$ cat config.mk
export PLATFORM = sky130hd
export DESIGN_NAME = dmem_port_arbiter_flat
export DESIGN_NICKNAME = d
export VERILOG_FILES = /design/src/rtl/dmem_port_arbiter_if.sv /design/src/rtl/dmem_port_arbiter.sv /design/src/flat_wrapper.sv
export SDC_FILE = /design/constraint.sdc
export NUM_CORES = 1
export LEC_CHECK = 0
export ABC_AREA = 0
export CORE_AREA = 2 2 39 41
export DETAILED_ROUTE_END_ITERATION = 8
export DIE_AREA = 0 0 41 43
export DONT_BUFFER_PORTS = 1
export GPL_TIMING_DRIVEN = 0
export PLACE_DENSITY = 0.74
export SYNTH_ARGS = -nofsm -noshare
export SYNTH_HDL_FRONTEND = slang
export SYNTH_SLANG_ARGS = --single-unit
$ cat constraint.sdc
create_clock -name clk -period 2.05 [get_ports clk]
set_clock_uncertainty 0.2 [all_clocks]
set_input_delay 0.1025 -clock clk [delete_from_list [all_inputs] [get_ports clk]]
set_output_delay 0.1025 -clock clk [all_outputs]
set_load 0.02 [all_outputs]
$ cat src/rtl/dmem_port_arbiter_if.sv
// rtl/dmem_port_arbiter_if.sv - core/debug requester and data memory signals for the dmem port arbiter
interface dmem_port_arbiter_if #(
    parameter int A_WIDTH = 10,
    parameter int D_WIDTH = 12
);
    logic               halted_i;
    logic               core_req_i;
    logic               core_we_i;
    logic [A_WIDTH-1:0] core_addr_i;
    logic [D_WIDTH-1:0] core_wdata_i;
    logic               core_gnt_o;
    logic               core_rvalid_o;
    logic [D_WIDTH-1:0] core_rdata_o;
    logic               dbg_req_i;
    logic [A_WIDTH-1:0] dbg_addr_i;
    logic               dbg_gnt_o;
    logic               dbg_refused_o;
    logic               dbg_rvalid_o;
    logic [D_WIDTH-1:0] dbg_rdata_o;
    logic               mem_en_o;
    logic               mem_we_o;
    logic [A_WIDTH-1:0] mem_addr_o;
    logic [D_WIDTH-1:0] mem_wdata_o;
    logic [D_WIDTH-1:0] mem_rdata_i;

    modport slave (
        input  halted_i, core_req_i, core_we_i, core_addr_i, core_wdata_i,
        input  dbg_req_i, dbg_addr_i, mem_rdata_i,
        output core_gnt_o, core_rvalid_o, core_rdata_o,
        output dbg_gnt_o, dbg_refused_o, dbg_rvalid_o, dbg_rdata_o,
        output mem_en_o, mem_we_o, mem_addr_o, mem_wdata_o
    );

    modport master (
        output halted_i, core_req_i, core_we_i, core_addr_i, core_wdata_i,
        output dbg_req_i, dbg_addr_i, mem_rdata_i,
        input  core_gnt_o, core_rvalid_o, core_rdata_o,
        input  dbg_gnt_o, dbg_refused_o, dbg_rvalid_o, dbg_rdata_o,
        input  mem_en_o, mem_we_o, mem_addr_o, mem_wdata_o
    );
endinterface

$ cat src/rtl/dmem_port_arbiter.sv
// rtl/dmem_port_arbiter.sv - shares the single-port data memory between the core and the debug dump port
module dmem_port_arbiter #(
    parameter int A_WIDTH      = 10,
    parameter int D_WIDTH      = 12,
    parameter int STARVE_LIMIT = 4
) (
    input  logic                 clk,
    input  logic                 reset_n_i,
    dmem_port_arbiter_if.slave   bus
);
    localparam logic [3:0] LP_LIMIT = 4'(STARVE_LIMIT);

    logic [3:0]         r_starve_cnt;
    logic [1:0]         r_owner;
    logic               w_dbg_win;
    logic               w_core_win;
    logic               w_dbg_refused;
    logic [A_WIDTH-1:0] w_mem_addr;
    logic [D_WIDTH-1:0] w_mem_wdata;

    // Core wins by default; debug wins when halted, when the core is idle, or once starved long enough.
    assign w_dbg_win     = bus.dbg_req_i & (bus.halted_i | ~bus.core_req_i | (r_starve_cnt == LP_LIMIT));
    assign w_core_win    = bus.core_req_i & ~w_dbg_win;
    assign w_dbg_refused = bus.dbg_req_i & ~w_dbg_win;

    assign w_mem_addr  = w_dbg_win  ? bus.dbg_addr_i :
                         w_core_win ? bus.core_addr_i : '0;
    assign w_mem_wdata = w_core_win ? bus.core_wdata_i : '0;

    assign bus.core_gnt_o    = w_core_win;
    assign bus.dbg_gnt_o     = w_dbg_win;
    assign bus.dbg_refused_o = w_dbg_refused;
    assign bus.mem_en_o      = w_core_win | w_dbg_win;
    assign bus.mem_we_o      = w_core_win & bus.core_we_i;
    assign bus.mem_addr_o    = w_mem_addr;
    assign bus.mem_wdata_o   = w_mem_wdata;

    always_ff @(posedge clk or negedge reset_n_i) begin
        if (!reset_n_i) begin
            r_starve_cnt <= 4'd0;
        end else if (w_dbg_win || !bus.dbg_req_i) begin
            r_starve_cnt <= 4'd0;
        end else if (w_dbg_refused && (r_starve_cnt != LP_LIMIT)) begin
            r_starve_cnt <= r_starve_cnt + 4'd1;
        end
    end

    // Remembers who issued last cycle's read so the macro's 1-cycle data is steered to them.
    always_ff @(posedge clk or negedge reset_n_i) begin
        if (!reset_n_i) begin
            r_owner <= 2'b00;
        end else begin
            r_owner <= {w_dbg_win, w_core_win & ~bus.core_we_i};
        end
    end

    assign bus.core_rvalid_o = r_owner[0];
    assign bus.dbg_rvalid_o  = r_owner[1];
    assign bus.core_rdata_o  = r_owner[0] ? bus.mem_rdata_i : '0;
    assign bus.dbg_rdata_o   = r_owner[1] ? bus.mem_rdata_i : '0;
endmodule

$ cat src/flat_wrapper.sv
// flat-port wrapper written by rule: the top's interface ports become plain ports
module dmem_port_arbiter_flat 
#(
    parameter int A_WIDTH      = 10,
    parameter int D_WIDTH      = 12,
    parameter int STARVE_LIMIT = 4
)
  (clk, reset_n_i, bus_halted_i, bus_core_req_i, bus_core_we_i, bus_core_addr_i, bus_core_wdata_i, bus_dbg_req_i, bus_dbg_addr_i, bus_mem_rdata_i, bus_core_gnt_o, bus_core_rvalid_o, bus_core_rdata_o, bus_dbg_gnt_o, bus_dbg_refused_o, bus_dbg_rvalid_o, bus_dbg_rdata_o, bus_mem_en_o, bus_mem_we_o, bus_mem_addr_o, bus_mem_wdata_o);
  dmem_port_arbiter_if #(.A_WIDTH(A_WIDTH), .D_WIDTH(D_WIDTH)) bus_i ();
  input  logic clk;
  input  logic reset_n_i;
  input wire logic [$bits(bus_i.halted_i)-1:0] bus_halted_i;
  input wire logic [$bits(bus_i.core_req_i)-1:0] bus_core_req_i;
  input wire logic [$bits(bus_i.core_we_i)-1:0] bus_core_we_i;
  input wire logic [$bits(bus_i.core_addr_i)-1:0] bus_core_addr_i;
  input wire logic [$bits(bus_i.core_wdata_i)-1:0] bus_core_wdata_i;
  input wire logic [$bits(bus_i.dbg_req_i)-1:0] bus_dbg_req_i;
  input wire logic [$bits(bus_i.dbg_addr_i)-1:0] bus_dbg_addr_i;
  input wire logic [$bits(bus_i.mem_rdata_i)-1:0] bus_mem_rdata_i;
  output wire logic [$bits(bus_i.core_gnt_o)-1:0] bus_core_gnt_o;
  output wire logic [$bits(bus_i.core_rvalid_o)-1:0] bus_core_rvalid_o;
  output wire logic [$bits(bus_i.core_rdata_o)-1:0] bus_core_rdata_o;
  output wire logic [$bits(bus_i.dbg_gnt_o)-1:0] bus_dbg_gnt_o;
  output wire logic [$bits(bus_i.dbg_refused_o)-1:0] bus_dbg_refused_o;
  output wire logic [$bits(bus_i.dbg_rvalid_o)-1:0] bus_dbg_rvalid_o;
  output wire logic [$bits(bus_i.dbg_rdata_o)-1:0] bus_dbg_rdata_o;
  output wire logic [$bits(bus_i.mem_en_o)-1:0] bus_mem_en_o;
  output wire logic [$bits(bus_i.mem_we_o)-1:0] bus_mem_we_o;
  output wire logic [$bits(bus_i.mem_addr_o)-1:0] bus_mem_addr_o;
  output wire logic [$bits(bus_i.mem_wdata_o)-1:0] bus_mem_wdata_o;
  assign bus_i.halted_i = bus_halted_i;
  assign bus_i.core_req_i = bus_core_req_i;
  assign bus_i.core_we_i = bus_core_we_i;
  assign bus_i.core_addr_i = bus_core_addr_i;
  assign bus_i.core_wdata_i = bus_core_wdata_i;
  assign bus_i.dbg_req_i = bus_dbg_req_i;
  assign bus_i.dbg_addr_i = bus_dbg_addr_i;
  assign bus_i.mem_rdata_i = bus_mem_rdata_i;
  assign bus_core_gnt_o = bus_i.core_gnt_o;
  assign bus_core_rvalid_o = bus_i.core_rvalid_o;
  assign bus_core_rdata_o = bus_i.core_rdata_o;
  assign bus_dbg_gnt_o = bus_i.dbg_gnt_o;
  assign bus_dbg_refused_o = bus_i.dbg_refused_o;
  assign bus_dbg_rvalid_o = bus_i.dbg_rvalid_o;
  assign bus_dbg_rdata_o = bus_i.dbg_rdata_o;
  assign bus_mem_en_o = bus_i.mem_en_o;
  assign bus_mem_we_o = bus_i.mem_we_o;
  assign bus_mem_addr_o = bus_i.mem_addr_o;
  assign bus_mem_wdata_o = bus_i.mem_wdata_o;
  dmem_port_arbiter #(.A_WIDTH(A_WIDTH), .D_WIDTH(D_WIDTH), .STARVE_LIMIT(STARVE_LIMIT)) u_core (.clk(clk), .reset_n_i(reset_n_i), .bus(bus_i));
endmodule
==> reports/metrics.cfg, run 1 <==
[final_layout]
finish.utilization_pct = 61.5
final_nets = 167
drive_gt1_share_pct = 20.4
n_antenna_cell = 0
fillCellCount = 123
syn2layout_area_growth_pct = 20.4

[sta]
fin_crit_sh_pct = 98.9
maxSlewViolCount = 0
maxSlewHeadroom_pct = 71.7
worst_slew_pin_slew_ns = 0.421
fin_ws_ns = 0.0224
timing.fmax_mhz = 493
finalSetupViolCount = 0
rsz0062_at_grt = true
timing.hold.ws_ns = 0.0151
min_period_ns = 2.03
hold_viol = 0

[clock_tree]
cts_buffers = 3
worstSkewPairLatency_ns = 0.24
clkSinkCount = 6
cts-root-buf = clkbuf_4
clock_path_buffers = 2
cts_tree = done
path_clk_slew_ns = 0.04
cts_max_level = 1

[outcome]
status = finished, final reports clean

[synth]
synth_top_area_cell = and2_1
synth.yosys.seq_area_share_pct = 21.2
synth_edf_count = 0
synth_top_area_share_pct = 33.6
ys_ff_latch = 6
synth.most_common_cell = and2_1
yosys-top-cells-count = and2_1, inv_1, o21ai_1, nand4_1, dfrtp_1
synthCells = 103
synth_ff_type = dfrtp_1
synth_nets = 155
async_flop_share_pct = 100
syn_area_um2 = 707
synth_cell_types = 21
synth_warnings = 0
postSynthAreaPerCell_um2 = 6.86
synth_area_leaders = and2_1, dfrtp_1, nand4_1

[setup_path]
cp_data_required_time_ns = 1.75
crit_chain = inv_1 -> ha_1 -> and3b_1 -> o21ai_1 -> clkbuf_4 -> o21ai_1
crit_type = flop to output pin
worstPathMaxFanout = 10
start_kind = flop
critPathMaxStageDelay_ns = 0.41
path_buf_inv = 2
slowest_stage = dfrtp_1
path_delay_family = compound AO/OA/AOI/OAI gates
cpMostUsedCell = o21ai_1
crit_path_end_kind = output pin
cp.arrival_ns = 1.73

[drt]
wl_um = 1930
drtPass1Iterations = 4
drc = 0
post_drt_wl_per_cell_um = 14.9
drt-initial-drc-count = 11
viasPerCell = 5.64
ant_nets = 0
via_count = 727

[placed_design]
dp_hpwl_um = 1540
gp_congestion = 0.775
port_buffers = 0
dp_slack_ns = 0.167

[floorplan]
die_x_um = 41
die_y_um = 43
core_mm2 = 0.00138
ios = 103
rows = 14
start_util_pct = 51.1
dieArea_mm2 = 0.00176

[power_and_ir_drop]
power_density_mw_per_mm2 = 476
leakage_uw = 0.000409
ir_drop_v = 0.000213

[hold_path]
hold_path_class = input pin to flop

[grt]
antenna_found_initial = 0
grt_max_degree = 11
grt_pass1_wl_um = 2660
globalRouteOverflowTotal = 0
grt_pass1_vias = 649
grtUsageTotal_pct = 22.6

[run]
maxCapViolCount = 0

[metal layers]
metal	global-route usage, %	wire length, um	vias up
met3	4.19	175	2
met2	43.4	1070	61
met4	10.0	19	0
li1	-	-	349
met1	20.3	666	315
met5	0	0	-
[stage by stage]
stage	instances	setup TNS (ns)	total power, uW	instance area [um^2]
floorplan	103	0	268	707
global placement	119	0	280	727
detailed placement	119	0	282	727
CTS	128	0	403	828
global route	129	-0.362	430	851
finish	129	0	405	851
[cells in the final DEF (no fill, tap or decap), drive strengths merged]
cell type and instances:
and2 38, and3 1, and3b 1, buf 2, clkbuf 9, dfrtp 6
dlygate4sd3 6, ha 2, inv 14, nand2 2, nand2b 1, nand3 1
nand4 10, nand4b 1, nor2 3, nor2b 1, o21ai 11, or2 1
or3 1, xnor2 1, xor2 1
[worst paths after layout]
path	startpoint	to	slack, ns	depth (start not counted)
max in group asynchronous	reset_n_i	u_core.r_starve_cnt[0]$_DFFE_PN0P_	0.95	2
min in group asynchronous	reset_n_i	u_core.r_owner[0]$_DFF_PN0_	0.49	2
min	bus_core_req_i	u_core.r_owner[0]$_DFF_PN0_	0.02	2
max reg2reg	u_core.r_starve_cnt[0]$_DFFE_PN0P_	u_core.r_starve_cnt[1]$_DFFE_PN0P_	0.26	6
min reg2reg	u_core.r_starve_cnt[0]$_DFFE_PN0P_	u_core.r_starve_cnt[0]$_DFFE_PN0P_	0.30	1
max	u_core.r_starve_cnt[0]$_DFFE_PN0P_	bus_mem_addr_o[0]	0.02	6
[area by class of cell]
type | instances | area [um^2] | area share [%]
Multi-Input combinational cell | 76 | 503 | 59.1
Buffer | 7 | 35.0 | 4.12
Tap cell | 16 | 20.0 | 2.35
Clock buffer | 3 | 22.5 | 2.65
Sequential cell | 6 | 150 | 17.6
Inverter | 14 | 52.6 | 6.18
Timing Repair Buffer | 7 | 67.6 | 7.94
[what timing repair did]
action | CTS | global route
endpoints found under the setup margin | 15 | 18
pin swaps | 0 | 1
setup buffers | 0 | 1
gates resized for setup | 12 | 5
hold endpoints to repair | 10 | 0
hold buffers | 6 | 0
[where the power goes]
part	internal (uW)	leakage, uW	switching [uW]
sequential	122	0.0000809	6.26
clock	66.0	0.0000138	38.6
combinational	49.8	0.000314	122
[state kept, by name, indices dropped and copies added, names as in the netlist]
| signal | count |
|---|---|
| u_core.r_owner | 2 |
| u_core.r_starve_cnt | 4 |
[cells by family (layout without fill, tap and decap cells)]
logic type	Yosys count	in the layout	share of synthesized area (%)
buffers and inverters	21	31	11.5
AO/OA/AOI/OAI	11	11	7.79
XOR/XNOR	2	2	2.48
AND/OR/NAND/NOR	61	61	53.5
flip-flops	6	6	21.2
adder cells (fa/ha/maj)	2	2	3.54
[worst reg2reg max path, stage by stage (launching register included)]
cell,delay [ns]
dfrtp_1,0.39
inv_1,0.06
ha_1,0.21
and3b_1,0.20
or3_4,0.40
inv_2,0.12
and2_1,0.15
Power figures use the tool's default switching activity.
==> run 2: changes to the inputs <==
- CORE_AREA: 2 2 39 41 -> default
- CORE_MARGIN: default -> 2
- CORE_UTILIZATION: default -> 47
- DIE_AREA: 0 0 41 43 -> default
- GPL_ROUTABILITY_DRIVEN: default -> 0
- PLACE_DENSITY: 0.74 -> 0.68
- clock period: 2.05 -> 2.62 ns (I/O delays scaled with it)
==> reports/metrics.cfg, run 2 (same netlist as run 1, synthesis figures left out) <==
[floorplan]
core_mm2 = 0.00135
start_util_pct = 52.4
rows = 13
die_y_um = 42.8
ios = 103
dieArea_mm2 = 0.00183
die_x_um = 42.8

[placed_design]
dp_hpwl_um = 1610
port_buffers = 0
postPlaceCellArea_um2 = 726

[sta]
tns_ns = 0
rsz0062_at_grt = false
fin_crit_sh_pct = 84.1
timing.fmax_mhz = 454
timing.hold.ws_ns = -0.00721
min_period_ns = 2.20
maxSlewViolCount = 0
hold_viol = 6
worst_slew_pin_slew_ns = 0.445
maxSlewHeadroom_pct = 70.1
finalSetupViolCount = 0

[power_and_ir_drop]
p_sw_uw = 131
ir_drop_v = 0.000173
p_sw_share_pct = 42.2
seq_power_share_pct = 32.4
p_int_uw = 179
comb_power_share_pct = 40.1
clock_power_share_pct = 27.4
power_density_mw_per_mm2 = 392
leakage_uw = 0.000380
power_uw = 309

[setup_path]
cp.arrival_ns = 2.18
crit_path_end_kind = flop
critPathMaxStageDelay_ns = 0.60
r2r_slack_ns = 0.42
crit_type = flop to flop
slowest_stage = dlygate4sd3_1
rr_startpoint = u_core.r_starve_cnt[0]$_DFFE_PN0P_
reg2reg_depth = 6
worstPathMaxFanout = 4
reg2reg_to = u_core.r_starve_cnt[3]$_DFFE_PN0P_
cp_data_required_time_ns = 2.59
start_kind = flop
crit_chain = inv_1 -> ha_1 -> and3b_1 -> or3_4 -> dlygate4sd3_1 -> nor2_1

[grt]
grt_max_degree = 11
grt_pass1_wl_um = 2910
antenna_found_initial = 0
globalRouteOverflowTotal = 0
grt_pass1_vias = 684
grtUsageTotal_pct = 20.4

[outcome]
violations = hold timing
status = finished, violations left

[final_layout]
finish.utilization_pct = 58.4
final_nets = 164
stdcell_area_um2 = 788
reg_top3 = u_core.r_starve_cnt x4, u_core.r_owner x2
drive_gt1_share_pct = 7.27
n_antenna_cell = 0
mostFrequentLayoutCells = and2_1, inv_1, o21ai_1, nand4_1, dfrtp_1
largest_register_ffs = 4
final_common_cell = and2_1
syn2layout_area_growth_pct = 11.5
largest-register = u_core.r_starve_cnt

[clock_tree]
ctsResizeCount = 0
cts_tree = done
clock_path_buffers = 2
cts_max_level = 1
cts_buffers = 3
cts-root-buf = clkbuf_4
worstSkewPairLatency_ns = 0.24
clkSinkCount = 6
path_clk_slew_ns = 0.05

[hold_path]
hold_path_class = input pin to asynchronous set/reset pin

[drt]
post_drt_wl_per_cell_um = 14.8
via_count = 710
wl_um = 1850
drc = 0
drt-initial-drc-count = 7
viasPerCell = 5.68
drtPass1Iterations = 4
ant_nets = 0

[run]
maxCapViolCount = 0

## run 2: cell types whose count changed in the layout (fill, tap and decap cells not counted), sizes merged
cell,previous run,this run
clkbuf,9,8
dlygate4sd3,6,4
## run 2: power by group through the flow
| stage | logic [uW] | clock network, uW | registers (uW) |
|---|---|---|---|
| final | 124 | 84.8 | 100 |
| after detailed placement | 120 | 0 | 102 |
| after CTS | 126 | 86.4 | 100 |
| after floorplan | 109 | 0 | 101 |
| after global routing | 134 | 91.4 | 100 |
| after global placement | 118 | 0 | 102 |
## run 2: area by class of cell
| cell class | count | area, um^2 |
|---|---|---|
| Tap cell | 15 | 18.8 |
| Clock buffer | 3 | 22.5 |
| Multi-Input combinational cell | 76 | 475 |
| Fill cell | 126 | 562 |
| Timing Repair Buffer | 4 | 40.0 |
| Buffer | 7 | 28.8 |
| Inverter | 14 | 52.6 |
| Sequential cell | 6 | 150 |
## run 2: repair_timing
action,CTS,global route
hold endpoints to repair,10,0
setup buffers,0,0
hold buffers,4,0
## run 2: per-layer routing
| metal | wire [um] | GRT usage, % | vias to the layer above |
|---|---|---|---|
| li1 | - | - | 343 |
| met1 | 641 | 21.7 | 294 |
| met2 | 957 | 38.2 | 69 |
| met3 | 229 | 4.68 | 4 |
| met4 | 23 | 7.50 | 0 |
| met5 | 0 | 0 | - |
## run 2: per-stage QoR
stage | setup slack, ns | cells
after CTS | 0.423 | 125
after detailed placement | 0.727 | 118
final | 0.415 | 125
after global routing | 0.307 | 125
after global placement | 0.749 | 118
after floorplan | 0.912 | 103
## run 2: critical path: cells and delay by family, from the launching register on
kind | cells | cell delay [ns]
adders and majority gates | 1 | 0.21
and+or+nand+nor | 3 | 0.67
DFF | 1 | 0.39
buffers and inverters | 2 | 0.66
## run 2: how the worst max path moves through the flow
stage | from | to | slack (ns) | cells after the start
2_1_floorplan | u_core.r_starve_cnt[0]$_DFFE_PN0P_ | bus_mem_wdata_o[10] | 0.91 | 6
3_3_place_gp | u_core.r_starve_cnt[0]$_DFFE_PN0P_ | bus_mem_wdata_o[3] | 0.75 | 6
3_5_place_dp | u_core.r_starve_cnt[0]$_DFFE_PN0P_ | bus_mem_wdata_o[8] | 0.73 | 6
4_1_cts | u_core.r_starve_cnt[0]$_DFFE_PN0P_ | u_core.r_starve_cnt[3]$_DFFE_PN0P_ | 0.42 | 6
5_1_grt | u_core.r_starve_cnt[0]$_DFFE_PN0P_ | u_core.r_starve_cnt[3]$_DFFE_PN0P_ | 0.31 | 6
6_report | u_core.r_starve_cnt[0]$_DFFE_PN0P_ | u_core.r_starve_cnt[3]$_DFFE_PN0P_ | 0.42 | 6
==> run 3: changes to the inputs <==
- PLACE_DENSITY: 0.68 -> 0.7
- clock period: 2.62 -> 1.8 ns (I/O delays scaled with it)
==> reports/metrics.cfg, run 3 (same netlist as run 1, synthesis figures left out) <==
[outcome]
status = finished, violations left
violations = hold timing, setup timing

[grt]
globalRouteOverflowTotal = 0
antenna_found_initial = 0
grt_pass1_wl_um = 3090
grt_pass1_vias = 676
grt_max_degree = 11
grtUsageTotal_pct = 22.0

[clock_tree]
clock_path_buffers = 2
worstSkewPairLatency_ns = 0.24
cts_tree = done
clkSinkCount = 6
path_clk_slew_ns = 0.05
ctsHoldBuffers = 5
cts_max_level = 1
cts-root-buf = clkbuf_4
cts_buffers = 3

[setup_path]
cp_data_required_time_ns = 1.51
cp.arrival_ns = 1.56
start_kind = flop
crit_path_end_kind = output pin
worstPathMaxFanout = 5
crit_type = flop to output pin

[floorplan]
ios = 103
die_y_um = 42.8
die_x_um = 42.8
start_util_pct = 52.4
rows = 13
core_mm2 = 0.00135
dieArea_mm2 = 0.00183

[sta]
maxSlewHeadroom_pct = 73.8
fin_crit_sh_pct = 103
worst_slew_pin_slew_ns = 0.392
finalSetupViolCount = 20
fin_ws_ns = -0.0531
timing.fmax_mhz = 540
hold_viol = 1
timing.hold.ws_ns = -0.0174
rsz0062_at_grt = true
tns_ns = -0.510
maxSlewViolCount = 0
min_period_ns = 1.85

[final_layout]
largest_register_ffs = 4
reg_top3 = u_core.r_starve_cnt x4, u_core.r_owner x2
finish.utilization_pct = 78.4
drive_gt1_share_pct = 33.6
final_nets = 173
n_antenna_cell = 0
final_common_cell = and2_1
stdcell_area_mm2 = 0.00106
final_cells = 134
syn2layout_area_growth_pct = 49.7
mostFrequentLayoutCells = and2_1, inv_1, o21ai_4, nand4_1, and2_4
largest-register = u_core.r_starve_cnt

[drt]
post_drt_wl_per_cell_um = 17.0
viasPerCell = 5.83
drt-initial-drc-count = 16
via_count = 781
drc = 0
drtPass1Iterations = 4
wl_um = 2280
ant_nets = 0

[power_and_ir_drop]
p_sw_share_pct = 41.6
ir_drop_v = 0.000362
comb_power_share_pct = 49.3
seq_power_share_pct = 27.7
p_int_uw = 307
clock_power_share_pct = 23.0
power_density_mw_per_mm2 = 496
p_sw_uw = 218
leakage_uw = 0.000485

[placed_design]
port_buffers = 0
dp_hpwl_um = 1440
dp.cells = 118
postPlaceCellArea_um2 = 726
dp_slack_ns = -0.0335

[hold_path]
hold_path_class = input pin to flop

[run]
maxCapViolCount = 0

==> run 3: worst max-delay path, cell delays in order, from the launching register on <==
cell	delay (ns)
dfrtp_1	0.39
inv_1	0.07
ha_2	0.18
and3b_2	0.22
o21ai_4	0.08
buf_8	0.15
o21ai_4	0.23
==> run 3: path summary, 6_finish.rpt <==
check	cells past startpoint	startpoint	to	slack, ns
max in group asynchronous	2	reset_n_i	u_core.r_owner[1]$_DFF_PN0_	0.68
worst max-delay path	6	u_core.r_starve_cnt[1]$_DFFE_PN0P_	bus_mem_addr_o[6]	-0.05
worst min register to register	2	u_core.r_starve_cnt[3]$_DFFE_PN0P_	u_core.r_starve_cnt[3]$_DFFE_PN0P_	0.38
worst min-delay path	3	bus_dbg_req_i	u_core.r_owner[1]$_DFF_PN0_	-0.02
worst max register to register	6	u_core.r_starve_cnt[1]$_DFFE_PN0P_	u_core.r_starve_cnt[3]$_DFFE_PN0P_	0.09
min in group asynchronous	2	reset_n_i	u_core.r_starve_cnt[1]$_DFFE_PN0P_	0.50
==> run 3: what timing repair did <==
action | 4_1_cts | 5_1_grt
pin swaps | 2 | 15
setup buffers | 4 | 2
gates cloned | 1 | 1
setup endpoints to repair | 26 | 21
hold endpoints to repair | 11 | 1
resized for setup | 42 | 15
==> run 3: routing by layer <==
metal	vias up	GRT usage [%]	share of wire, %
met2	51	42.7	56
met4	0	5.00	0
met5	-	0	0
li1	359	-	-
met3	0	6.38	9.2
met1	371	22.6	34
==> run 3: power by group through the flow <==
stage	registers [uW]	logic (uW)	clock network, uW
after global placement	148	170	0
after floorplan	147	158	0
after detailed placement	148	172	0
final	146	259	121
after CTS	145	226	122
after global routing	146	273	138
==> run 3: final cells by class <==
class | instances | area, um^2
Inverter | 14 | 60.1
Sequential cell | 6 | 150
Multi-Input combinational cell | 76 | 623
Timing Repair Buffer | 13 | 131
Tap cell | 15 | 18.8
Fill cell | 85 | 292
Buffer | 7 | 52.6
Clock buffer | 3 | 22.5
==> run 3: stage by stage <==
step	power, uW	hold WS (ns)
6_report	525	-0.0174
5_1_grt	557	-0.0210
4_1_cts	494	0.000251
3_5_place_dp	320	-0.405
3_3_place_gp	318	-0.405
2_1_floorplan	305	-0.406
